$ cat src/rtl/i2c_pkg.sv
// Shared definitions for the I2C request arbiter: FSM states, response
// status codes and the default transaction timeout.
package i2c_pkg;

   typedef enum logic [1:0] {
      IDLE      = 2'd0,
      ISSUE     = 2'd1,
      WAIT_DONE = 2'd2,
      RESPOND   = 2'd3
   } arbState_e;

   localparam logic [1:0] STATUS_OK      = 2'b00;
   localparam logic [1:0] STATUS_NACK    = 2'b01;
   localparam logic [1:0] STATUS_TIMEOUT = 2'b10;

   localparam int DEFAULT_TIMEOUT_CYCLES = 200000;

endpackage

$ cat src/rtl/rr_arbiter2.sv
// Two-way round-robin grant. The pointer names the index served last, so on
// a tie the other index wins; a lone requester always wins.
module rr_arbiter2 (
   input  logic [1:0] request,
   input  logic       pointer,
   output logic [1:0] grant
);

   always_comb begin
      grant = 2'b00;
      case (request)
         2'b01:   grant = 2'b01;
         2'b10:   grant = 2'b10;
         2'b11:   grant = pointer ? 2'b01 : 2'b10;
         default: grant = 2'b00;
      endcase
   end

endmodule

$ cat src/rtl/i2c_arbiter.sv
// Arbitrates two requesters onto one I2C master: latch the winner's command,
// issue it for one cycle, wait for completion or timeout, then respond.
module i2c_arbiter
   import i2c_pkg::*;
#(
   parameter int TIMEOUT_CYCLES = DEFAULT_TIMEOUT_CYCLES,
   parameter int NUM_REQ        = 2
) (
   input  logic                 clk,
   input  logic                 rst,
   input  logic [NUM_REQ-1:0]   reqValid,
   input  logic [NUM_REQ-1:0]   reqRw,
   input  logic [7*NUM_REQ-1:0] reqAddr,
   input  logic [8*NUM_REQ-1:0] reqDin,
   output logic [NUM_REQ-1:0]   reqAccept,
   output logic [NUM_REQ-1:0]   rspValid,
   output logic [7:0]           rspData,
   output logic [1:0]           rspStatus,
   output logic                 arbBusy,
   output logic                 mRw,
   output logic [6:0]           mAddr,
   output logic [7:0]           mDin,
   output logic                 mDataValid,
   input  logic [7:0]           mDout,
   input  logic                 mBusy,
   input  logic                 mAckErr,
   input  logic                 mDone
);

   localparam int CNT_W = (TIMEOUT_CYCLES > 1) ? $clog2(TIMEOUT_CYCLES) : 1;
   localparam logic [CNT_W-1:0] CNT_LAST = CNT_W'(TIMEOUT_CYCLES - 1);

   arbState_e          stateQ, stateD;
   logic [CNT_W-1:0]   cntQ, cntD;
   logic               grantIdxQ, grantIdxD;
   logic               lastServedQ, lastServedD;
   logic [NUM_REQ-1:0] reqAcceptQ, reqAcceptD;
   logic [NUM_REQ-1:0] rspValidQ, rspValidD;
   logic [7:0]         rspDataQ, rspDataD;
   logic [1:0]         rspStatusQ, rspStatusD;
   logic               arbBusyQ, arbBusyD;
   logic               mRwQ, mRwD;
   logic [6:0]         mAddrQ, mAddrD;
   logic [7:0]         mDinQ, mDinD;
   logic               mDataValidQ, mDataValidD;
   logic [1:0]         grant;

   rr_arbiter2 uRrArbiter (
      .request (reqValid),
      .pointer (lastServedQ),
      .grant   (grant)
   );

   // Every output is computed one state ahead and registered, so pulses line
   // up with the state they belong to (accept in ISSUE, response in RESPOND).
   always_comb begin
      stateD      = stateQ;
      cntD        = cntQ;
      grantIdxD   = grantIdxQ;
      lastServedD = lastServedQ;
      reqAcceptD  = '0;
      rspValidD   = '0;
      rspDataD    = rspDataQ;
      rspStatusD  = rspStatusQ;
      mRwD        = mRwQ;
      mAddrD      = mAddrQ;
      mDinD       = mDinQ;
      mDataValidD = 1'b0;
      case (stateQ)
         IDLE: begin
            if ((|reqValid) && !mBusy) begin
               stateD      = ISSUE;
               grantIdxD   = grant[1];
               mRwD        = reqRw[grant[1]];
               mAddrD      = grant[1] ? reqAddr[13:7] : reqAddr[6:0];
               mDinD       = grant[1] ? reqDin[15:8]  : reqDin[7:0];
               mDataValidD = 1'b1;
               reqAcceptD  = grant;
            end
         end
         ISSUE: begin
            stateD = WAIT_DONE;
            cntD   = '0;
         end
         WAIT_DONE: begin
            // A completion in the final timeout cycle still counts as a completion.
            if (mDone) begin
               stateD                 = RESPOND;
               rspDataD               = mDout;
               rspStatusD             = mAckErr ? STATUS_NACK : STATUS_OK;
               rspValidD[grantIdxQ]   = 1'b1;
            end else if (cntQ == CNT_LAST) begin
               stateD                 = RESPOND;
               rspDataD               = 8'h00;
               rspStatusD             = STATUS_TIMEOUT;
               rspValidD[grantIdxQ]   = 1'b1;
            end else begin
               cntD = cntQ + CNT_W'(1);
            end
         end
         RESPOND: begin
            stateD      = IDLE;
            lastServedD = grantIdxQ;
         end
         default: stateD = IDLE;
      endcase
      arbBusyD = (stateD != IDLE);
   end

   // Pointer resets to 1 so that index 0 wins the first tie.
   always_ff @(posedge clk or negedge rst) begin
      if (!rst) begin
         stateQ      <= IDLE;
         cntQ        <= '0;
         grantIdxQ   <= 1'b0;
         lastServedQ <= 1'b1;
         reqAcceptQ  <= '0;
         rspValidQ   <= '0;
         rspDataQ    <= 8'h00;
         rspStatusQ  <= STATUS_OK;
         arbBusyQ    <= 1'b0;
         mRwQ        <= 1'b0;
         mAddrQ      <= 7'h00;
         mDinQ       <= 8'h00;
         mDataValidQ <= 1'b0;
      end else begin
         stateQ      <= stateD;
         cntQ        <= cntD;
         grantIdxQ   <= grantIdxD;
         lastServedQ <= lastServedD;
         reqAcceptQ  <= reqAcceptD;
         rspValidQ   <= rspValidD;
         rspDataQ    <= rspDataD;
         rspStatusQ  <= rspStatusD;
         arbBusyQ    <= arbBusyD;
         mRwQ        <= mRwD;
         mAddrQ      <= mAddrD;
         mDinQ       <= mDinD;
         mDataValidQ <= mDataValidD;
      end
   end

   assign reqAccept  = reqAcceptQ;
   assign rspValid   = rspValidQ;
   assign rspData    = rspDataQ;
   assign rspStatus  = rspStatusQ;
   assign arbBusy    = arbBusyQ;
   assign mRw        = mRwQ;
   assign mAddr      = mAddrQ;
   assign mDin       = mDinQ;
   assign mDataValid = mDataValidQ;

endmodule

$ cat config.mk
export PLATFORM = sky130hd
export DESIGN_NAME = i2c_arbiter
export DESIGN_NICKNAME = d
export VERILOG_FILES = /design/src/rtl/i2c_pkg.sv /design/src/rtl/rr_arbiter2.sv /design/src/rtl/i2c_arbiter.sv
export SDC_FILE = /design/constraint.sdc
export NUM_CORES = 1
export LEC_CHECK = 0
export ABC_AREA = 1
export CAP_MARGIN = 40
export CORE_MARGIN = 4
export CORE_UTILIZATION = 30
export CTS_CLUSTER_DIAMETER = 150
export DETAILED_ROUTE_END_ITERATION = 16
export HOLD_SLACK_MARGIN = 0.02
export SLEW_MARGIN = 20
export SYNTH_ARGS = -nofsm -noshare
export SYNTH_HDL_FRONTEND = slang
export SYNTH_SLANG_ARGS = --single-unit
$ cat constraint.sdc
create_clock -name clk -period 2.1 [get_ports clk]
set_clock_uncertainty 0.15 [all_clocks]
set_input_delay 0.63 -clock clk [delete_from_list [all_inputs] [get_ports clk]]
set_output_delay 0.63 -clock clk [all_outputs]
set_load 0.02 [all_outputs]
# Word level (Yosys, flattened, before mapping)
# Cells that the tools add are included.
# classes
n_eq_ne	9
add_sub_neg	1
mux	27
reduce_logical	11
n_lt_le_gt_ge	3
# op_table
operator	count
$mux W18	2
$pmux W18 S2	1
$mux W8	3
$mux W2	11
$add A18 B1 Y18 const B	1
$eq A18 B18 Y1 const B	1
$eq A2 B2 Y1 const B	4
$pmux W2 S4	1
$mux W7	1
$mux W1	6
$pmux W2 S3	1
$reduce_bool A2 Y1	3
$eq A2 B1 Y1 const B	2
$lt A1 B2 Y1 const B	2
$ne A2 B2 Y1 const B	2
$reduce_and A2 Y1	2
$reduce_and A3 Y1	1
$logic_and A1 B1 Y1	2
$logic_not A2 Y1	1
$reduce_or A2 Y1	1
$demux W1 S1	1
$ge A1 B1 Y1 const B	1
$logic_not A1 Y1	1
# word_totals
elab_cells	64
ff_bits	54
out_inout_bits	32

# Longest topological paths before layout
# Gate-level depths: netlist of run 1.
# logic_depth
depth_word	7
depth_mapped	10
mapped_depth_nobuf	9

# Cells and area by module
# Synthesis of run 1 repeated with hierarchy kept, for this count alone.
# unflattened
hier_cells	377
hier_area_um2	2857.7
# by_module_without_submodules
module	n_inst	area_per_inst_um2	cells_each
i2c_arbiter	1	2836.5	372
rr_arbiter2	1	21.3	5

# Least setup slack after synthesis of run 1
# No wires, ideal clock.
# synth_path
path_type	in2reg
start	in reqValid[1]
end	reg mAddrQ[6] (netlist: mAddr[6])
slack_ns	0.394
arrival_time_ns	1.439
n_path_buf	1
cell_stages	6
setup_ns	0.118
path_cell_list	inv_1 > a21oi_1 > clkbuf_1 > o21ai_0 > a21oi_1 > nor2_1
# synth_between
elab_chain_len	3
# synth_rtl
item	line_no	rtl
from (decl)	i2c_arbiter.sv:11	input logic [NUM_REQ-1:0] reqValid,
$eq A2 B2 Y1, or another cell as far along	rr_arbiter2.sv:11	case (request)
$pmux W2 S3 / $logic_and A1 B1 Y1 (equally long branches)	rr_arbiter2.sv:11, i2c_arbiter.sv:71	
$mux W7 / $reduce_and A2 Y1 (equally long branches)	-	
to (signal assigned)	i2c_arbiter.sv:137	mAddrQ <= mAddrD;
to (decl)	i2c_arbiter.sv:43	logic [6:0] mAddrQ, mAddrD;
# Parallel ways exist; a longest one is shown, timed or not.
# A chain may end at the register's enable or synchronous reset.

# Worst setup path in the final report of run 1
# layout_path
start	reg arbBusyQ (netlist: arbBusy)
end	out arbBusy
# layout_lines
item	line_no	rtl
from (decl)	i2c_arbiter.sv:41	logic arbBusyQ, arbBusyD;
from (signal assigned)	i2c_arbiter.sv:135	arbBusyQ <= arbBusyD;
to (decl)	i2c_arbiter.sv:19	output logic arbBusy,
# No word-level cell between the ends.

==> flow_summary.rst, run 1 <==
.. list-table::
   :header-rows: 1

   * - Metric
     - Value
   * - Required time of the critical path
     - 1.32 ns
   * - Syn nets
     - between 400 and 500
   * - Average detailed-routed wire length per instance
     - 11.8 um
   * - CTS tree
     - yes
   * - Kind of start point of the critical path
     - register
   * - Worst min path class
     - in2async
   * - Pre-antenna DRT Iters
     - 4
   * - Arrival time at the worst endpoint
     - 1.25 ns
   * - Initial core utilization
     - 0.308
   * - Post-route ant nets
     - 0
   * - Final number of hold-violating endpoints
     - 0
   * - Synth Register Bits
     - 54
   * - Number of flops mapped to enable cells by yosys
     - 0
   * - Root buffer cell
     - sky130_fd_sc_hd__clkbuf_8
   * - Critical Path Fanout Max
     - 1
   * - Core Rows
     - 35
   * - Number of placed I/O pins
     - 79
   * - Worst Max-Slew Pin Slew
     - around 0.34 ns
   * - Warnings from Yosys
     - 0
   * - Area of the core region
     - 9240 um2
   * - Full die area
     - between 10000 and 15000 um2
   * - Synthesized area divided by synthesized cell count
     - 7.38 um2
   * - Cell Pwr Density
     - 1060 nW/um2
   * - Length of routed wiring on met1
     - 3340 um
   * - Maximum VDD drop
     - 481 uV
   * - Number of max-capacitance violations reported
     - 0
   * - Final worst-path cycle share
     - 0.967
   * - Pins over their slew limit
     - 0
   * - DR iter-0 viols
     - 77
   * - Worst slew margin
     - 0.769
   * - Minimum setup slack after placement
     - -0.102 ns
   * - RSZ-0062 raised after global routing
     - no
   * - Remaining global-route overflow
     - 0
   * - Clock transition time at the flip-flop clock pins of the worst setup and hold paths
     - 0.10 ns
   * - Standard cell area after detailed placement
     - 3870 um2
   * - Reported leakage power
     - 2.06 nW
   * - Chain of cells forming the critical path
     - clkdlybuf4s50_1
   * - Fmax achieved
     - about 490 MHz
   * - Post-route design area
     - 4040 um2
   * - Clock latency reported for the late side of the worst-skew pair
     - between 0.3 and 0.4 ns
   * - Tmin final
     - around 2.0 ns
   * - Total Routing Usage GR
     - 0.134
   * - Pin count of the biggest net entering global routing
     - 43
   * - Die height
     - about 110 um
   * - Met2 layer wire length in the routed design
     - 3190 um
   * - Syn-to-layout area delta
     - 42.0%
   * - Number of antenna violations at the first check in global routing
     - 0
   * - Final WL
     - 7140 um
   * - Number of global-route vias before repair
     - 2575
   * - Crit-path max cell delay
     - 0.60 ns
   * - Primary FF master, synth
     - sky130_fd_sc_hd__dfrtp_1
   * - Level count of the clock H-tree
     - 2
   * - GPL Wtd Cong
     - 0.851
   * - CTS max path bufs
     - 2
   * - Setup bufs post-CTS
     - 0
   * - CTS Buf Count
     - 5
   * - DRC Markers
     - 0
   * - Tot Pwr
     - 4.28 mW
   * - Total half-perimeter wirelength after legalization and detailed placement
     - around 5500 um
   * - Result of the run
     - completed
   * - Amount of wire on met3 after detailed routing
     - 584 um
   * - Fraction of the yosys area taken by sequential cells
     - 0.476
   * - Drt via density
     - between 4 and 5
   * - Count of vias placed by the detailed router
     - 2610
   * - Number of sinks driven by the clock tree
     - 54
   * - Min setup slack post-route
     - 0.0696 ns
   * - Crit path kind
     - reg2out
   * - Global-route wire length before repair
     - approximately 12000 um
   * - Count of port buffers added during placement
     - 78
   * - Top cell family by delay on the critical path
     - buffers and inverters
   * - Mapped Cells
     - around 390
   * - Total standard cell area after synthesis
     - 2840 um2
   * - Count of endpoints failing setup in the final report
     - 0
   * - Floorplan die width
     - around 110 um
   * - Slowest library cell on the worst path
     - sky130_fd_sc_hd__clkdlybuf4s50_1
   * - Yosys cell types
     - 26
   * - Layout Nets
     - 528
   * - Buffering stage count on the worst path with inverters included
     - 1
   * - Uppermost signal routing layer after detailed routing
     - met4
   * - Share of synthesized flip-flops with an asynchronous set or reset
     - 1.00
   * - Element type at the critical path end
     - output port
   * - Antenna cell count
     - 0
   * - Fraction of layout cells with a size suffix above 1
     - 0.0776
[report_power, final]
| part | internal, mW | switching [mW] | total, mW |
|---|---|---|---|
| logic | 0.847 | 1.13 | 1.98 |
| clock network | 0.362 | 0.372 | 0.735 |
| registers | 1.38 | 0.193 | 1.57 |
[metal layers]
layer | vias up | global-route usage
met3 | 4 | 0.0539
met4 | 0 | 0.0281
li1 | 1373 | -
met2 | 69 | 0.211
met1 | 1164 | 0.174
met5 | - | 0
[cell usage in the layout, fill, tap and decap left out]
cell type	n
sky130_fd_sc_hd__dlygate4sd2_1	7
sky130_fd_sc_hd__nand2_1	104
sky130_fd_sc_hd__a21oi_4	1
sky130_fd_sc_hd__and2_1	1
sky130_fd_sc_hd__inv_1	44
sky130_fd_sc_hd__clkbuf_8	5
sky130_fd_sc_hd__o21ai_1	3
sky130_fd_sc_hd__a21oi_2	1
sky130_fd_sc_hd__clkdlybuf4s50_1	47
sky130_fd_sc_hd__bufinv_16	1
sky130_fd_sc_hd__nand3_2	1
sky130_fd_sc_hd__dfrtp_1	52
sky130_fd_sc_hd__a21oi_1	18
sky130_fd_sc_hd__o21ai_0	24
sky130_fd_sc_hd__buf_4	15
sky130_fd_sc_hd__inv_6	1
sky130_fd_sc_hd__xnor2_1	2
sky130_fd_sc_hd__dfrtp_2	1
sky130_fd_sc_hd__dfstp_2	1
sky130_fd_sc_hd__nor2_1	72
sky130_fd_sc_hd__dlymetal6s2s_1	23
sky130_fd_sc_hd__ha_1	5
sky130_fd_sc_hd__xor2_1	5
sky130_fd_sc_hd__buf_12	2
sky130_fd_sc_hd__nand2_2	2
sky130_fd_sc_hd__clkinv_1	2
sky130_fd_sc_hd__clkinv_4	1
sky130_fd_sc_hd__nand4_1	4
sky130_fd_sc_hd__nand3b_1	1
sky130_fd_sc_hd__nand3_1	21
sky130_fd_sc_hd__nor2_2	2
sky130_fd_sc_hd__a211oi_1	1
sky130_fd_sc_hd__buf_2	1
sky130_fd_sc_hd__or2_2	2
sky130_fd_sc_hd__nor3_1	4
[cells in the mapped netlist, types with 3 or more instances]
cell type	count	area, um2
sky130_fd_sc_hd__a21oi_1	19	95.1
sky130_fd_sc_hd__buf_6	3	33.8
sky130_fd_sc_hd__clkbuf_1	6	22.5
sky130_fd_sc_hd__dfrtp_1	53	1330
sky130_fd_sc_hd__ha_1	5	62.6
sky130_fd_sc_hd__inv_1	44	165
sky130_fd_sc_hd__nand2_1	104	390
sky130_fd_sc_hd__nand3_1	21	105
sky130_fd_sc_hd__nand4_1	4	25.0
sky130_fd_sc_hd__nor2_1	72	270
sky130_fd_sc_hd__nor3_1	4	20.0
sky130_fd_sc_hd__o21ai_0	24	120
sky130_fd_sc_hd__o21ai_1	3	15.0
sky130_fd_sc_hd__xor2_1	5	43.8
[what timing repair did]
action / 4_1_cts / 5_1_grt
resized for setup: 7 / 24
hold buffers: 0 / 0
endpoints found under the setup margin: 7 / 24
[worst paths after layout]
| kind | startpoint | endpoint | slack [ns] | depth (start not counted) |
|---|---|---|---|---|
| max | arbBusy$_DFF_PN0_ | arbBusy | 0.07 | 1 |
| min | rst | cntQ[12]$_DFFE_PN0P_ | 0.06 | 1 |
| max reg2reg | cntQ[0]$_DFFE_PN0P_ | rspData[3]$_DFFE_PN0P_ | 0.27 | 9 |
| min reg2reg | grantIdxQ$_DFFE_PN0P_ | rspValid[0]$_DFF_PN0_ | 0.31 | 1 |
| max in group asynchronous | rst | lastServedQ$_DFFE_PN1N_ | 1.15 | 2 |
| min in group clk | grantIdxQ$_DFFE_PN0P_ | rspValid[0]$_DFF_PN0_ | 0.31 | 1 |
[sequential cells by signal (all words and copies together), names as in the netlist, 2 cells and up]
register / count
cntQ: 18
mAddr: 7
mDin: 8
reqAccept: 2
rspData: 8
rspStatus: 2
rspValid: 2
stateQ: 2
[cell type report]
class | instances | area, um2
clock buffer | 5 | 68.8
multi-input combinational | 274 | 1250
clock inverter | 3 | 47.5
inverter | 46 | 173
fill | 931 | 5200
tap | 129 | 161
timing repair buffer | 95 | 977
sequential | 54 | 1350
[through the flow]
step           utilization  hold WS [ns]  instances  TNS [ns]
2_1_floorplan            -         0.184        385         0
3_3_place_gp         0.419         0.305        598    -0.892
3_5_place_dp         0.419         0.312        598     -1.42
4_1_cts              0.430        0.0643        606         0
5_1_grt              0.437        0.0758        606         0
6_report             0.437        0.0640        606         0
[cell families (layout without fill, tap and decap cells)]
logic type,Yosys count,in the layout,synth area share
AND/OR/NAND/NOR,214,214,0.307
buffers and inverters,57,149,0.0841
flip-flops,54,54,0.476
AO/OA/AOI/OAI,48,48,0.0894
XOR/XNOR,7,7,0.0216
adder cells (fa/ha/maj),5,5,0.0220
Power figures use the tool's default switching activity.
==> run 2: changes to the inputs <==
GPL_TIMING_DRIVEN = 0   (was default)
==> run 2 against run 1 <==
Against the previous run: power decreased by 2.8%; wire length about the same; final cell count decreased by 0.66%; first-iteration DRC count increased by 25%; maximum frequency decreased by 1.1%; setup slack got worse by 0.023 ns; cell area decreased by 2.0%; combinational power about the same; sequential power about the same; register-to-register slack got worse by 0.02 ns; count of clock-buffer cells in the layout unchanged; highest routed layer unchanged.
==> flow_summary.rst, run 2 (synthesized netlist as in run 1, its figures left out) <==
.. list-table::
   :header-rows: 1

   * - Metric
     - Value
   * - Result of the run
     - completed
   * - Portion of total power attributed to the clock network
     - 0.152 (-0.020)
   * - Number of global-route vias before repair
     - 2689 (+4.4%)
   * - Full die area
     - 11100 um2 (unchanged)
   * - Switching power of the nets
     - 1.72 mW (+1.3%)
   * - Arrival time at the worst endpoint
     - 1.27 ns (+0.02 ns)
   * - Average detailed-routed wire length per instance
     - 11.8 um (+0.59%)
   * - Largest Register
     - cntQ
   * - Fraction of layout cells with a size suffix above 1
     - 0.0719 (-0.00569)
   * - Crit path kind
     - reg2out
   * - CTS tree
     - yes
   * - Syn-to-layout area delta
     - 39.1%
   * - DRC Markers
     - 0 (unchanged)
   * - Top cell family by delay on the critical path
     - buffers and inverters
   * - Tmin final
     - 2.05 ns (+0.0229 ns)
   * - Die height
     - 105 um (unchanged)
   * - Most common cell after layout, fill and taps aside
     - sky130_fd_sc_hd__nand2_1
   * - Flip-flop count of the largest register after layout
     - 18 (unchanged)
   * - Kind of start point of the critical path
     - register
   * - Area of the core region
     - 9240 um2 (unchanged)
   * - Clock latency reported for the late side of the worst-skew pair
     - 0.31 ns (about the same)
   * - Floorplan die width
     - 105 um (unchanged)
   * - Remaining global-route overflow
     - 0 (unchanged)
   * - Part of the total power dissipated in combinational logic
     - 0.473 (+0.011)
   * - Global-route wire length before repair
     - 12700 um (+3.8%)
   * - Required time of the critical path
     - 1.32 ns (about the same)
   * - Final core occ
     - 0.428 (-0.00880)
   * - Worst slew margin
     - 0.537 (-0.231)
   * - Pin count of the biggest net entering global routing
     - 55 (+28%)
   * - Buffering stage count on the worst path with inverters included
     - 1 (unchanged)
   * - Cell Pwr Density
     - 1050 nW/um2 (-0.83%)
   * - Post-route ant nets
     - 0 (unchanged)
   * - Worst min path class
     - in2async
   * - Pre-antenna DRT Iters
     - 4 (unchanged)
   * - DR iter-0 viols
     - 96 (+25%)
   * - Tot Pwr
     - 4.16 mW (-2.8%)
   * - Hold-fix buffer count after cts
     - 0 (unchanged)
   * - Number of antenna violations at the first check in global routing
     - 0 (unchanged)
   * - CTS max path bufs
     - 2 (unchanged)
   * - Sequential Area
     - 1350 um2 (unchanged)
   * - Clock transition time at the flip-flop clock pins of the worst setup and hold paths
     - 0.11 ns (about the same)
   * - Flop-to-flop setup slack
     - 0.25 ns (-0.02 ns)
   * - Worst hold margin
     - 0.185 ns (+0.121 ns)
   * - Chain of cells forming the critical path
     - clkdlybuf4s50_1
   * - Post-route design area
     - 3950 um2 (-2.0%)
   * - Final WL
     - 7130 um (about the same)
   * - Final number of hold-violating endpoints
     - 0 (unchanged)
   * - Final standard cell count with taps included and fillers excluded
     - 602 (-0.66%)
   * - Area used by multi-input combinational logic
     - 1260 um2 (+0.30%)
   * - Number of max-capacitance violations reported
     - 0 (unchanged)
   * - Number of sinks driven by the clock tree
     - 54 (unchanged)
   * - Maximum VDD drop
     - 470 uV (-2.3%)
   * - Total half-perimeter wirelength after legalization and detailed placement
     - 5520 um (+1.2%)
   * - Fraction of power spent switching nets
     - 0.413 (+0.0168)
   * - Internal Dissipation
     - 2.44 mW (-5.5%)
   * - Placed cells
     - 592 (-1.0%)
   * - Pins over their slew limit
     - 0 (unchanged)
   * - Number of placed I/O pins
     - 79 (unchanged)
   * - CTS Buf Count
     - 5 (unchanged)
   * - Count of vias placed by the detailed router
     - 2617 (+0.27%)
   * - Post-route setup TNS
     - 0 ns (unchanged)
   * - Sequential Power Share
     - 0.375 (+0.009)
   * - Minimum setup slack after placement
     - -0.480 ns (-0.378 ns)
   * - Final worst-path cycle share
     - 0.978 (+0.0109)
   * - Initial core utilization
     - 0.308 (unchanged)
   * - Layout Nets
     - 524 (-0.76%)
   * - Reported leakage power
     - 1.98 nW (-3.7%)
   * - Fmax achieved
     - 487 MHz (-1.1%)
   * - Worst Max-Slew Pin Slew
     - 0.694 ns (+0.349 ns)
   * - Standard cell area after detailed placement
     - 3780 um2 (-2.3%)
   * - Crit-path max cell delay
     - 0.60 ns (about the same)
   * - Root buffer cell
     - sky130_fd_sc_hd__clkbuf_8
   * - Min setup slack post-route
     - 0.0467 ns (-0.0229 ns)
   * - Drt via density
     - 4.35 (+0.93%)
   * - Critical Path Fanout Max
     - 2 (+1)
   * - Core Rows
     - 35 (unchanged)
   * - Element type at the critical path end
     - output port
   * - Count of endpoints failing setup in the final report
     - 0 (unchanged)
   * - Count of port buffers added during placement
     - 78 (unchanged)
   * - Slowest library cell on the worst path
     - sky130_fd_sc_hd__clkdlybuf4s50_1
   * - Total Routing Usage GR
     - 0.138 (+0.00410)
   * - Most frequent cells in the layout
     - 104 x sky130_fd_sc_hd__nand2_1, 72 x sky130_fd_sc_hd__nor2_1, 52 x sky130_fd_sc_hd__dfrtp_1, 49 x sky130_fd_sc_hd__clkdlybuf4s50_1, 44 x sky130_fd_sc_hd__inv_1
   * - # fillers
     - 975 (+4.7%)
   * - Level count of the clock H-tree
     - 2 (unchanged)
   * - Antenna cell count
     - 0 (unchanged)
   * - GPL Wtd Cong
     - 0.882 (+3.6%)
[run 2: power groups by stage]
stage	Combinational, mW	Sequential (mW)	Clock, mW
global placement	2.04	1.58	0
global route	2.19	1.62	0.713
CTS	2.02	1.57	0.662
finish	1.97	1.56	0.632
floorplan	0.814	1.90	0
detailed placement	2.06	1.59	0
[run 2: path summary, 6_finish.rpt]
kind                                       start                     to  depth (start not counted)
hold / removal                               rst    cntQ[8]$_DFFE_PN0P_                          1
max in group asynchronous                    rst    cntQ[0]$_DFFE_PN0P_                          1
hold reg to reg            grantIdxQ$_DFFE_PN0P_  rspValid[0]$_DFF_PN0_                          1
setup / recovery             mDin[2]$_DFFE_PN0P_                mDin[2]                          1
setup reg to reg             cntQ[0]$_DFFE_PN0P_   cntQ[17]$_DFFE_PN0P_                          8
min in group clk           grantIdxQ$_DFFE_PN0P_  rspValid[0]$_DFF_PN0_                          1
[run 2: metal layers]
metal	share of wire	wire (um)	GRT usage	vias to the layer above
met5	0	0	0	-
met4	0.014	102	0.0356	0
met3	0.099	709	0.0618	10
met2	0.45	3200	0.224	68
met1	0.44	3120	0.166	1166
li1	-	-	-	1373
[run 2: area by class of cell]
class,instances,area share
Sequential cell,54,0.342
Multi-Input combinational cell,274,0.318
Timing Repair Buffer,80,0.211
Inverter,46,0.0446
Tap cell,129,0.0408
Buffer,11,0.0190
Clock buffer,5,0.0174
Clock inverter,3,0.00696
[run 2: what timing repair did]
item	in CTS	in global routing
resized for setup	11	32
hold endpoints to repair	0	0
setup endpoints to repair	24	56
setup buffers	0	2
pin swaps	0	1
